**config.mk**
```make
export PLATFORM = sky130hd
export DESIGN_NAME = nx_ram_arbiter
export DESIGN_NICKNAME = d
export VERILOG_FILES = /design/src/rtl/nx_ram_arbiter.sv
export SDC_FILE = /design/constraint.sdc
export NUM_CORES = 1
export LEC_CHECK = 0
export BUFFER_PORTS_ARGS = -buffer_cell sky130_fd_sc_hd__buf_2
export CORE_AREA = 2 2 113 115
export CTS_BUF_LIST = sky130_fd_sc_hd__clkbuf_4 sky130_fd_sc_hd__clkbuf_8 sky130_fd_sc_hd__clkbuf_16
export CTS_CLUSTER_DIAMETER = 150
export CTS_CLUSTER_SIZE = 25
export DETAILED_ROUTE_END_ITERATION = 7
export DIE_AREA = 0 0 115 117
export GPL_ROUTABILITY_DRIVEN = 0
export GPL_TIMING_DRIVEN = 0
export SYNTH_ARGS = -nofsm -noshare
export SYNTH_HDL_FRONTEND = slang
export SYNTH_SLANG_ARGS = --single-unit
```
**constraint.sdc**
```tcl
create_clock -name i_clk_a -period 3.7 [get_ports i_clk_a]
set_input_delay 0.555 -clock i_clk_a [delete_from_list [all_inputs] [get_ports i_clk_a]]
set_output_delay 0.555 -clock i_clk_a [all_outputs]
set_load 0.02 [all_outputs]
```
**src/rtl/nx_ram_arbiter.sv**
```systemverilog
// nx_ram_arbiter: round-robin share of one RAM port among several clients.
// Read responses are steered back to the issuing client by a latency-matched tracker.
module nx_ram_arbiter #(
   parameter int REQUESTERS    = 4,
   parameter int ADDRESS_WIDTH = 10,
   parameter int DATA_WIDTH    = 32,
   parameter int RD_LATENCY    = 1
) (
   input  logic                              i_clk_a,
   input  logic                              i_rst_a,
   input  logic [REQUESTERS-1:0]             i_req_valid,
   output logic [REQUESTERS-1:0]             o_req_ready,
   input  logic [REQUESTERS-1:0]             i_req_write,
   input  logic [REQUESTERS*ADDRESS_WIDTH-1:0] i_req_addr,
   input  logic [REQUESTERS*DATA_WIDTH-1:0]  i_req_wr_data,
   output logic [REQUESTERS-1:0]             o_rsp_valid,
   output logic [DATA_WIDTH-1:0]             o_rsp_data,
   output logic [ADDRESS_WIDTH-1:0]          o_ram_addr,
   output logic [DATA_WIDTH-1:0]             o_ram_wr_data,
   output logic                              o_ram_wr_en,
   output logic                              o_ram_en,
   input  logic [DATA_WIDTH-1:0]             i_ram_rd_data
);

   localparam int IW = $clog2(REQUESTERS);

   logic [IW-1:0] ptr;
   logic [IW-1:0] ptr_nxt;
   logic [IW-1:0] gnt;
   logic          found;
   logic [IW-1:0] iss_idx;

   logic          trk_v [RD_LATENCY];
   logic [IW-1:0] trk_i [RD_LATENCY];

   // Grant search: first valid client at or after the pointer, wrapping.
   always_comb begin
      int j;
      j           = 0;
      found       = 1'b0;
      gnt         = '0;
      o_req_ready = '0;
      for (int k = 0; k < REQUESTERS; k++) begin
         j = int'(ptr) + k;
         if (j >= REQUESTERS) j = j - REQUESTERS;
         if (!found && i_req_valid[IW'(j)]) begin
            found = 1'b1;
            gnt   = IW'(j);
         end
      end
      if (found) o_req_ready[gnt] = 1'b1;
   end

   // Pointer moves past the winner; wraps from the last client to 0.
   always_comb begin
      ptr_nxt = ptr;
      if (found) begin
         if (gnt == IW'(REQUESTERS - 1)) ptr_nxt = '0;
         else                           ptr_nxt = gnt + 1'b1;
      end
   end

   // Round-robin pointer register.
   always_ff @(posedge i_clk_a or posedge i_rst_a) begin
      if (i_rst_a) ptr <= '0;
      else         ptr <= ptr_nxt;
   end

   // Issue stage: register the winning command onto the RAM port.
   always_ff @(posedge i_clk_a or posedge i_rst_a) begin
      if (i_rst_a) begin
         o_ram_en      <= 1'b0;
         o_ram_wr_en   <= 1'b0;
         o_ram_addr    <= '0;
         o_ram_wr_data <= '0;
         iss_idx       <= '0;
      end else begin
         o_ram_en    <= found;
         o_ram_wr_en <= found & i_req_write[gnt];
         if (found) begin
            o_ram_addr    <= i_req_addr[int'(gnt)*ADDRESS_WIDTH +: ADDRESS_WIDTH];
            o_ram_wr_data <= i_req_wr_data[int'(gnt)*DATA_WIDTH +: DATA_WIDTH];
            iss_idx       <= gnt;
         end
      end
   end

   // Response tracker: delay {is_read, client} by the RAM read latency.
   always_ff @(posedge i_clk_a or posedge i_rst_a) begin
      if (i_rst_a) begin
         for (int k = 0; k < RD_LATENCY; k++) begin
            trk_v[k] <= 1'b0;
            trk_i[k] <= '0;
         end
      end else begin
         trk_v[0] <= o_ram_en & ~o_ram_wr_en;
         trk_i[0] <= iss_idx;
         for (int k = 1; k < RD_LATENCY; k++) begin
            trk_v[k] <= trk_v[k-1];
            trk_i[k] <= trk_i[k-1];
         end
      end
   end

   // Tail of the tracker decodes into the one-hot response strobe.
   always_comb begin
      o_rsp_valid = '0;
      if (trk_v[RD_LATENCY-1]) o_rsp_valid[trk_i[RD_LATENCY-1]] = 1'b1;
   end

   assign o_rsp_data = i_ram_rd_data;

endmodule

```
==> results of run 1 <==
-- per-stage QoR --
step / power, uW / hold WS (ns) / setup WS, ns
after CTS: 3380 / 0.337 / 0.844
after detailed placement: 2840 / 0.368 / 0.865
after global placement: 2810 / 0.363 / 0.870
after global routing: 3570 / 0.378 / 0.721
final: 3340 / 0.323 / 0.857
after floorplan: 2170 / 0.354 / 1.48
-- cells by family (layout without fill, tap and decap cells) --
group	Yosys count	in the layout	synth area share
AO/OA/AOI/OAI	97	97	0.241
adder cells (fa/ha/maj)	1	1	0.00381
buffers and inverters	97	366	0.164
flip-flops	51	51	0.389
multiplexers	36	36	0.110
other	0	1	0
AND/OR/NAND/NOR	68	68	0.0916
-- registers in the layout (all words and copies together), names as in the netlist --
signal / flops
o_ram_wr_en: 1
trk_v: 1
o_ram_addr: 10
o_ram_wr_data: 32
ptr: 2
iss_idx: 2
o_ram_en: 1
trk_i: 2
-- power groups by stage --
stage          clock (uW)  sequential (uW)  combinational [uW]
3_3_place_gp            0              993                1820
5_1_grt               567             1030                1980
2_1_floorplan           0             1270                 901
3_5_place_dp            0              997                1850
6_report              523              997                1820
4_1_cts               541              995                1850
-- synthesized netlist by cell type (2+ instances only) --
master / count / area (um2)
nand2_1: 52 / 195
dfrtp_1: 51 / 1280
inv_1: 36 / 135
buf_4: 35 / 263
mux2i_1: 35 / 350
a22oi_1: 33 / 248
o221ai_1: 33 / 289
buf_2: 10 / 50.1
a21oi_1: 9 / 45.0
a221o_1: 9 / 90.1
clkbuf_1: 9 / 33.8
nor2b_1: 5 / 31.3
buf_6: 4 / 45.0
inv_2: 3 / 11.3
nor2_1: 3 / 11.3
a211oi_1: 2 / 15.0
o21ai_1: 2 / 10.0
-- cells in the final DEF (no fill, tap or decap), types with 2 or more instances in the layout --
| cell type | count |
|---|---|
| o221ai_1 | 33 |
| o21ai_1 | 2 |
| a211oi_1 | 2 |
| inv_1 | 35 |
| nor2b_1 | 5 |
| a22oi_1 | 33 |
| inv_2 | 4 |
| a21oi_1 | 9 |
| clkbuf_16 | 5 |
| buf_4 | 35 |
| buf_6 | 4 |
| nor2_1 | 3 |
| clkbuf_1 | 9 |
| nand2_1 | 52 |
| mux2i_1 | 35 |
| dfrtp_1 | 51 |
| a221o_1 | 9 |
| buf_2 | 271 |
-- layout make-up --
class | count | area [um2] | share of cell area
Inverter | 39 | 146 | 0.0295
Timing Repair Buffer | 262 | 1330 | 0.267
Tap cell | 150 | 188 | 0.0379
Clock buffer | 6 | 133 | 0.0267
Multi-Input combinational cell | 202 | 1470 | 0.295
Buffer | 58 | 392 | 0.0790
Sequential cell | 51 | 1280 | 0.257
Clock inverter | 1 | 30.0 | 0.00606
Antenna cell | 1 | 2.50 | 0.000505
-- worst max-delay path by stage --
stage,startpoint,end,slack (ns),depth (start not counted)
after floorplan,i_req_valid[1],o_req_ready[3],1.48,7
after global placement,i_req_valid[2],o_req_ready[3],0.87,5
after detailed placement,i_req_valid[2],o_req_ready[1],0.86,9
after CTS,ptr[1],o_req_ready[0],0.84,7
after global routing,i_req_valid[2],o_req_ready[1],0.72,9
final,i_req_valid[2],o_req_ready[1],0.86,9
-- routing by layer --
layer	vias up	GRT usage
met1	1754	0.204
met5	-	0
met2	171	0.304
met3	13	0.0268
met4	0	0.0466
li1	1773	-
==> metrics.md, run 1 <==
| Metric | Value |
|---|---|
| CP delay by family, top | buffers and inverters |
| Port Buffers | between 200 and 300 |
| Max-Cap Viols | 0 |
| Worst vdd ir | between 200 and 300 uV |
| Final wirelength | roughly 12000 um |
| Crit start category | input pin |
| Worst path max stage delay | around 0.45 ns |
| Met2 wire len | approximately 6200 um |
| RSZ-0062 raised after global routing | false |
| CP Capture Type | primary output |
| Drt first pass iters | 6 |
| Height of the chip | ~120 um |
| CTS H-tree depth | 2 |
| Finished Core Util | 0.403 |
| R2r worst-path depth | 8 |
| Relative slew slack | 0.392 |
| Int Pwr | between 1500 and 2000 uW |
| Gr ovfl total | 0 |
| Worst Tran Pin Value | 0.903 ns |
| Status | completed |
| Total core area | between 0.01 and 0.015 mm2 |
| CTS tree | yes |
| Worst hold-check path type | input pin to async pin |
| Setup TNS | 0 ns |
| Syn nets | between 500 and 600 |
| CTS root buffer | clkbuf_16 |
| Synthesis-to-finish area growth | 51.2% |
| Crit-path most repeated cell | buf_2 |
| Post-DP HPWL | 9450 um |
| Sequential area share after synthesis | 0.389 |
| Crit path cell chain | buf_2, nor2b_1, nor3b_2, o31ai_4, or2_1, buf_2, buf_2, inv_2, buf_2 |
| Routed vias/inst | between 4 and 5 |
| Cells after Synth | 350 |
| Clk slew on worst S/H paths | ~0.07 ns |
| Req. time, crit path | around 3.1 ns |
| Die area | around 0.013 mm2 |
| Worst-path fanout max | 10 |
| Buffer count from post-CTS setup fixing | 0 |
| Syn. warnings | 0 |
| Setup Skew | between 0.008 and 0.009 ns |
| Total CTS buffers | 5 |
| RR Startpoint | ptr[1] |
| Number of global-route vias before repair | 3490 |
| Design area | just under 0.005 mm2 |
| Final Max Slew Viols | 0 |
| Largest net degree at the start of global routing | 28 |
| Dpl cell area | approximately 0.0048 mm2 |
| Post-CTS sizing | 0 |
| Die W | 115 um |
| Syn Area/Cell | 9.37 um2 |
| Final setup vio count | 0 |
| Post-synthesis register bit count | 51 |
| Synthesized area | around 0.0033 mm2 |
| # rows | about 40 |
| GRT Util Overall | 0.167 |
| Psw | ~1500 uW |
| First-pass GRT wire length | around 18000 um |
| Clock share of power | 0.157 |
| Final hold vios | 0 |
| Worst r2r dst | o_ram_wr_data[28] |
| Max Freq | around 0.35 GHz |
| Worst Path Arrival | between 2 and 2.5 ns |
| Effective utilization at floorplan | 0.266 |
| Top FF cell, synth | dfrtp_1 |
| Bufs and invs on worst path | 5 |
| CTS sink cnt | slightly above 50 |
| Post-synth EDFFs | 0 |
| Routed wl met3 | 759 um |
| Final period util | 0.768 |
| # nets final | 830 |
| I/O pins | between 200 and 300 |
| DRC | 0 |
| Share of layout cells above drive strength 1 | 0.527 |
| Max stage delay cell, worst path | o31ai_4 |
| FFs w/ async S/R, synth | 1.00 |
| Leakage | roughly 0.0028 uW |
| Fin crit period | between 2 and 3 ns |
| Initial antenna violation count | 1 |
| DR top layer | met4 |
| Sw frac | 0.439 |
| Reg2Reg Setup Slack | approximately 1.6 ns |
| Crit Path Class | input pin to primary output |
| Post-CTS Hold Buffers | 0 |
| Vias | between 3k and 4k |
| PD cells | 673 mW/mm2 |
| Avg WL per Cell | 15.4 um |
| Synth unique cells | 36 |
| Iter 0 DRT Violations | approximately 130 |
| Dpl cells | 762 |
| Wire length on met1 | approximately 4800 um |
| Final ANT Viol Nets | 0 |
| Fillers | about 1.3k |
| Logic pwr share | 0.544 |
| Register share of total power | 0.299 |
| Non-filler cells, final | 770 |
| Worst skew pair latency | between 0.2 and 0.3 ns |
| Clock tree buffer depth | 2 |
Note: power is estimated with default switching activity, not from simulation.
==> run 2: changes to the inputs <==
--- a/config.mk
+++ b/config.mk
@@ -6,12 +6,12 @@
 export NUM_CORES = 1
 export LEC_CHECK = 0
 export BUFFER_PORTS_ARGS = -buffer_cell sky130_fd_sc_hd__buf_2
-export CORE_AREA = 2 2 113 115
+export CORE_AREA = 2 2 114 116
 export CTS_BUF_LIST = sky130_fd_sc_hd__clkbuf_4 sky130_fd_sc_hd__clkbuf_8 sky130_fd_sc_hd__clkbuf_16
 export CTS_CLUSTER_DIAMETER = 150
 export CTS_CLUSTER_SIZE = 25
 export DETAILED_ROUTE_END_ITERATION = 7
-export DIE_AREA = 0 0 115 117
+export DIE_AREA = 0 0 116 118
 export GPL_ROUTABILITY_DRIVEN = 0
 export GPL_TIMING_DRIVEN = 0
 export SYNTH_ARGS = -nofsm -noshare
==> constraint.sdc (replaced) <==
create_clock -name i_clk_a -period 2.81 [get_ports i_clk_a]
set_input_delay 0.4215 -clock i_clk_a [delete_from_list [all_inputs] [get_ports i_clk_a]]
set_output_delay 0.4215 -clock i_clk_a [all_outputs]
set_load 0.02 [all_outputs]
==> metrics.md, run 2 (synthesis results as in run 1) <==
| Metric | Value |
|---|---|
| Status | completed |
| Drt first pass iters | 4 (-2) |
| Max-Cap Viols | 0 (unchanged) |
| Dpl cell area | 0.00482 mm2 (+0.57%) |
| Most common cell after layout, fill and taps aside | buf_2 |
| CTS tree | yes |
| Worst hold-check path type | input pin to async pin |
| Clk slew on worst S/H paths | 0.07 ns (about the same) |
| Final setup vio count | 0 (unchanged) |
| Final wirelength | 11800 um (-0.81%) |
| Worst-path fanout max | 10 (unchanged) |
| Most frequent cells in the layout | buf_2 (271), nand2_1 (52), dfrtp_1 (51) |
| CP Capture Type | primary output |
| Finished Core Util | 0.401 (-0.00202) |
| I/O pins | 294 (unchanged) |
| Height of the chip | 118 um (+0.85%) |
| Share of layout cells above drive strength 1 | 0.529 (+0.00238) |
| Crit Path Class | input pin to primary output |
| Reg2Reg Setup Slack | 0.75 ns (-0.88 ns) |
| Ant diodes | 0 (-1) |
| DRC | 0 (unchanged) |
| Routed vias/inst | 4.60 (-4.6%) |
| Synthesis-to-finish area growth | 51.7% |
| Total core area | 0.0124 mm2 (+0.83%) |
| Start point of the critical path | i_req_valid[2] |
| First-pass GRT wire length | 18500 um (+5.7%) |
| Design area | 0.00497 mm2 (+0.33%) |
| RR Startpoint | ptr[1] |
| Number of global-route vias before repair | 3817 (+9.4%) |
| Worst Tran Pin Value | 1.16 ns (+0.257 ns) |
| CTS H-tree depth | 2 (unchanged) |
| Biggest register | o_ram_wr_data |
| Fin crit period | roughly 2.7 ns |
| Post-DP HPWL | 9520 um (+0.83%) |
| Max FFs per register | 32 (unchanged) |
| Req. time, crit path | 2.39 ns (-0.75 ns) |
| PD cells | 871 mW/mm2 (+29%) |
| Effective utilization at floorplan | 0.264 (-0.00220) |
| Setup Skew | 0.00791 ns (-0.000781 ns) |
| Final ANT Viol Nets | 0 (unchanged) |
| Total CTS buffers | 5 (unchanged) |
| Post-CTS Hold Buffers | 0 (unchanged) |
| Worst skew pair latency | 0.29 ns (about the same) |
| Max Freq | ~0.38 GHz |
| Largest net degree at the start of global routing | 29 (+3.6%) |
| Gr ovfl total | 0 (unchanged) |
| Initial antenna violation count | 0 (-1) |
| # rows | 41 (unchanged) |
| GRT Util Overall | 0.168 (+0.00188) |
| Final period util | 0.948 |
| Leakage | 0.00278 uW (-0.17%) |
| Port Buffers | 261 (unchanged) |
| Vias | 3641 (-1.9%) |
| Avg WL per Cell | 14.8 um (-3.6%) |
| R2r worst-path depth | 7 (-1) |
| Sequential Area | 0.00128 mm2 (unchanged) |
| Crit start category | input pin |
| Relative slew slack | 0.219 (-0.173) |
| CTS root buffer | clkbuf_16 |
| Iter 0 DRT Violations | 167 (+27%) |
| Worst vdd ir | 344 uV (+22%) |
| Die area | 0.0137 mm2 (+1.7%) |
| CTS sink cnt | 51 (unchanged) |
| Fillers | 1303 (+3.2%) |
| Area of the multi-input gates | 0.00147 mm2 (unchanged) |
| Clock tree buffer depth | 2 (unchanged) |
| Final Max Slew Viols | 0 (unchanged) |
| Worst Path Arrival | 2.24 ns (-0.05 ns) |
| # nets final | 830 (unchanged) |
| Worst r2r dst | o_ram_wr_data[3] |
| Setup TNS | 0 ns (unchanged) |
| RSZ-0062 raised after global routing | false |
| Final hold vios | 0 (unchanged) |
| Die W | 116 um (+0.87%) |
| Largest regs | o_ram_wr_data: 32 flops, o_ram_addr: 10 flops |
## run 2: changes by cell type in the layout (fill, tap and decap cells not counted), sizes merged
| cell | change |
|---|---|
| bufinv | -1 |
| clkbuf | -1 |
| inv | +2 |
| clkinvlp | +1 |
| diode | -1 |
## run 2: layout make-up
type,count,share of cell area
well taps,172,0.0433
multi-input cells,202,0.295
flip-flops and latches,51,0.257
clock inverters,3,0.00553
inverters,39,0.0294
plain buffers,58,0.0790
repair buffers,262,0.267
clock buffers,5,0.0252
## run 2: how the worst max path moves through the flow
stage                endpoint  slack (ns)  depth (start not counted)
3_5_place_dp   o_req_ready[3]        0.17                          5
3_3_place_gp   o_req_ready[3]        0.20                          5
5_1_grt        o_req_ready[3]       0.005                          5
2_1_floorplan  o_req_ready[3]        0.75                          8
4_1_cts        o_req_ready[0]        0.08                          7
6_report       o_req_ready[3]        0.14                          5
## run 2: layer usage
metal / vias to the layer above / global-route usage / routed length, um
li1: 1766 / - / -
met1: 1721 / 0.195 / 4670
met2: 148 / 0.318 / 6230
met3: 6 / 0.0309 / 773
met4: 0 / 0.0327 / 77
met5: - / 0 / 0
## run 2: critical path: stages
cell,delay (ns)
buf_2,0.14
nor4_1,0.99
clkbuf_1,0.42
nor2b_1,0.09
buf_2,0.17
## run 2: timing repair
item                       4_1_cts  5_1_grt
setup endpoints to repair        0        1
resized for setup                0        2
hold endpoints to repair         0        0
buffers inserted                 0        0
## run 2: per-stage QoR
step                cells  worst slack, ns  hold slack (ns)  total power (uW)
finish                792            0.145            0.177              4340
floorplan             350            0.754            0.354              2860
global placement      783            0.200            0.359              3680
global route          792          0.00486            0.225              4640
detailed placement    784            0.174            0.369              3730
CTS                   792           0.0765            0.193              4400
## run 2: report_power, final
group | switching [uW] | internal, uW | leakage [uW] | total, uW
Combinational | 1440 | 948 | 0.00210 | 2390
Sequential | 212 | 1090 | 0.000612 | 1300
Clock | 302 | 341 | 0.0000723 | 643
==> run 3: changes to the inputs <==
--- a/config.mk
+++ b/config.mk
@@ -8,12 +8,10 @@
 export BUFFER_PORTS_ARGS = -buffer_cell sky130_fd_sc_hd__buf_2
 export CORE_AREA = 2 2 114 116
 export CTS_BUF_LIST = sky130_fd_sc_hd__clkbuf_4 sky130_fd_sc_hd__clkbuf_8 sky130_fd_sc_hd__clkbuf_16
-export CTS_CLUSTER_DIAMETER = 150
 export CTS_CLUSTER_SIZE = 25
 export DETAILED_ROUTE_END_ITERATION = 7
 export DIE_AREA = 0 0 116 118
 export GPL_ROUTABILITY_DRIVEN = 0
-export GPL_TIMING_DRIVEN = 0
 export SYNTH_ARGS = -nofsm -noshare
 export SYNTH_HDL_FRONTEND = slang
 export SYNTH_SLANG_ARGS = --single-unit
==> metrics.md, run 3 (synthesis results as in run 1) <==
| Metric | Value |
|---|---|
| GRT Util Overall | 0.149 (-0.0199) |
| RSZ-0062 raised after global routing | false |
| Final setup vio count | 0 (unchanged) |
| Worst skew pair latency | 0.29 ns (about the same) |
| CTS H-tree depth | 2 (unchanged) |
| PD cells | 946 mW/mm2 (+8.6%) |
| Worst-path fanout max | 21 (+11) |
| Setup TNS | 0 ns (unchanged) |
| Drt first pass iters | 6 (+2) |
| # rows | 41 (unchanged) |
| Ant diodes | 0 (unchanged) |
| Die W | 116 um (unchanged) |
| Final wirelength | 10600 um (-9.9%) |
| Setup slack after placement | 0.483 ns (+0.310 ns) |
| Avg WL per Cell | 14.9 um (+0.53%) |
| Fillers | 1303 (unchanged) |
| Total CTS buffers | 5 (unchanged) |
| Total core area | 0.0124 mm2 (unchanged) |
| Final hold vios | 0 (unchanged) |
| Most frequent cells in the layout | buf_2 (229), nand2_1 (52), dfrtp_1 (51), inv_1 (35), mux2i_1 (35) |
| Number of global-route vias before repair | 3429 (-10%) |
| Dpl cells | 702 (-10%) |
| Clk slew on worst S/H paths | 0.07 ns (about the same) |
| Routed wl met3 | 651 um (-16%) |
| Crit start category | flip-flop |
| Max Freq | 0.378 GHz (+0.69%) |
| Logic pwr share | 0.505 (-0.047) |
| Final WS setup | 0.163 ns (+0.0184 ns) |
| CTS tree | yes |
| Clock tree buffer depth | 2 (unchanged) |
| Non-filler cells, final | 710 (-10%) |
| Max FFs per register | 32 (unchanged) |
| Wire length on met1 | 4250 um (-8.9%) |
| Leakage | 0.00247 uW (-11%) |
| Iter 0 DRT Violations | 182 (+9.0%) |
| Relative slew slack | 0.641 (+0.421) |
| Gr ovfl total | 0 (unchanged) |
| # nets final | 748 (-9.9%) |
| Worst Path Arrival | 2.23 ns (about the same) |
| Most common cell after layout, fill and taps aside | buf_2 |
| DRC | 0 (unchanged) |
| Worst vdd ir | 336 uV (-2.2%) |
| First-pass GRT wire length | 16300 um (-12%) |
| Bufs and invs on worst path | 2 (-1) |
| I/O pins | 294 (unchanged) |
| Worst path max stage delay | 0.61 ns (-0.38 ns) |
| Synthesis-to-finish area growth | 38.4% |
| CP Capture Type | primary output |
| Share of layout cells above drive strength 1 | 0.476 (-0.0532) |
| Initial antenna violation count | 0 (unchanged) |
| Fin crit period | 2.65 ns (-0.0184 ns) |
| Setup Skew | 0.00689 ns (-0.00102 ns) |
| Largest regs | o_ram_wr_data: 32 flops, o_ram_addr: 10 flops |
| Req. time, crit path | 2.39 ns (about the same) |
| Crit Path Class | flip-flop to primary output |
| Die area | 0.0137 mm2 (unchanged) |
| Met2 wire len | 5590 um (-10%) |
| Post-DP HPWL | 8110 um (-15%) |
| Routed vias/inst | 4.67 (+1.6%) |
| Crit path cell chain | mux2i_1, o221ai_4, inv_2, ha_1, nor2b_1, buf_2 |
| Psw | 1860 uW (-5.2%) |
| DR top layer | met4 |
| CTS root buffer | clkbuf_16 |
| Int Pwr | 2440 uW (+2.6%) |
| Biggest register | o_ram_wr_data |
| Final ANT Viol Nets | 0 (unchanged) |
| Largest net degree at the start of global routing | 38 (+31%) |
| CTS sink cnt | 51 (unchanged) |
| Height of the chip | 118 um (unchanged) |
| Status | completed |
| Post-CTS sizing | 0 (unchanged) |
| Max stage delay cell, worst path | dfrtp_1 |
| Clock share of power | 0.184 (+0.036) |
| Effective utilization at floorplan | 0.264 (unchanged) |
| Fin Hold WS | 0.168 ns (-0.00963 ns) |
| Sw frac | 0.432 (-0.0195) |
| Final Max Slew Viols | 0 (unchanged) |
| CP delay by family, top | flip-flops |
| Post-CTS Hold Buffers | 0 (unchanged) |
| Worst Tran Pin Value | 0.535 ns (-0.626 ns) |
| Port Buffers | 229 (-12%) |
| Max-Cap Viols | 0 (unchanged) |
| Worst hold-check path type | input pin to async pin |
| Buffer count from post-CTS setup fixing | 0 (unchanged) |
| Final period util | 0.942 (-0.00654) |
| Register share of total power | 0.311 (+0.011) |
| Vias | 3315 (-9.0%) |
-- run 3: path summary, 6_finish.rpt --
check	from	endpoint	slack, ns	cells after the start
setup / recovery	ptr[1]	o_req_ready[3]	0.16	6
hold / removal	i_rst_a	o_ram_wr_data[19]	0.17	2
setup reg to reg	ptr[1]	o_ram_wr_en	0.66	6
hold reg to reg	iss_idx[0]	trk_i[0]	0.38	0
max in group asynchronous	i_rst_a	ptr[1]	1.89	3
min in group i_clk_a	i_req_wr_data[3]	o_ram_wr_data[3]	0.36	3
-- run 3: layer usage --
metal	vias to the layer above	global-route usage
met1	1567	0.173
met4	0	0.0335
met3	10	0.0288
li1	1606	-
met5	-	0
met2	132	0.277
-- run 3: per-stage QoR --
step | total power (uW) | util | cell area [um2]
2_1_floorplan | 2860 | - | 3280
3_3_place_gp | 3490 | 0.350 | 4350
3_5_place_dp | 3540 | 0.350 | 4350
4_1_cts | 4350 | 0.366 | 4540
5_1_grt | 4580 | 0.366 | 4540
6_report | 4290 | 0.366 | 4540
-- run 3: area by class of cell --
type | count | area, um2 | area share
Sequential cell | 51 | 1280 | 0.281
Clock inverter | 3 | 67.6 | 0.0149
Clock buffer | 5 | 125 | 0.0276
Timing Repair Buffer | 238 | 1210 | 0.267
Multi-Input combinational cell | 202 | 1490 | 0.329
Inverter | 39 | 146 | 0.0323
Tap cell | 172 | 215 | 0.0474
-- run 3: power groups by stage --
stage	Combinational, uW	Clock (uW)	Sequential (uW)
finish	2170	792	1330
global route	2350	853	1380
CTS	2200	818	1330
detailed placement	2200	0	1340
global placement	2160	0	1340
floorplan	1190	0	1670
-- run 3: worst register-to-register path, delay by kind of cell (launching register included) --
family | cells | cell delay (ns)
AO/OA/AOI/OAI | 3 | 0.75
buffers and inverters | 1 | 0.42
flip-flops | 1 | 0.61
multiplexers | 1 | 0.15
AND/OR/NAND/NOR | 1 | 0.13
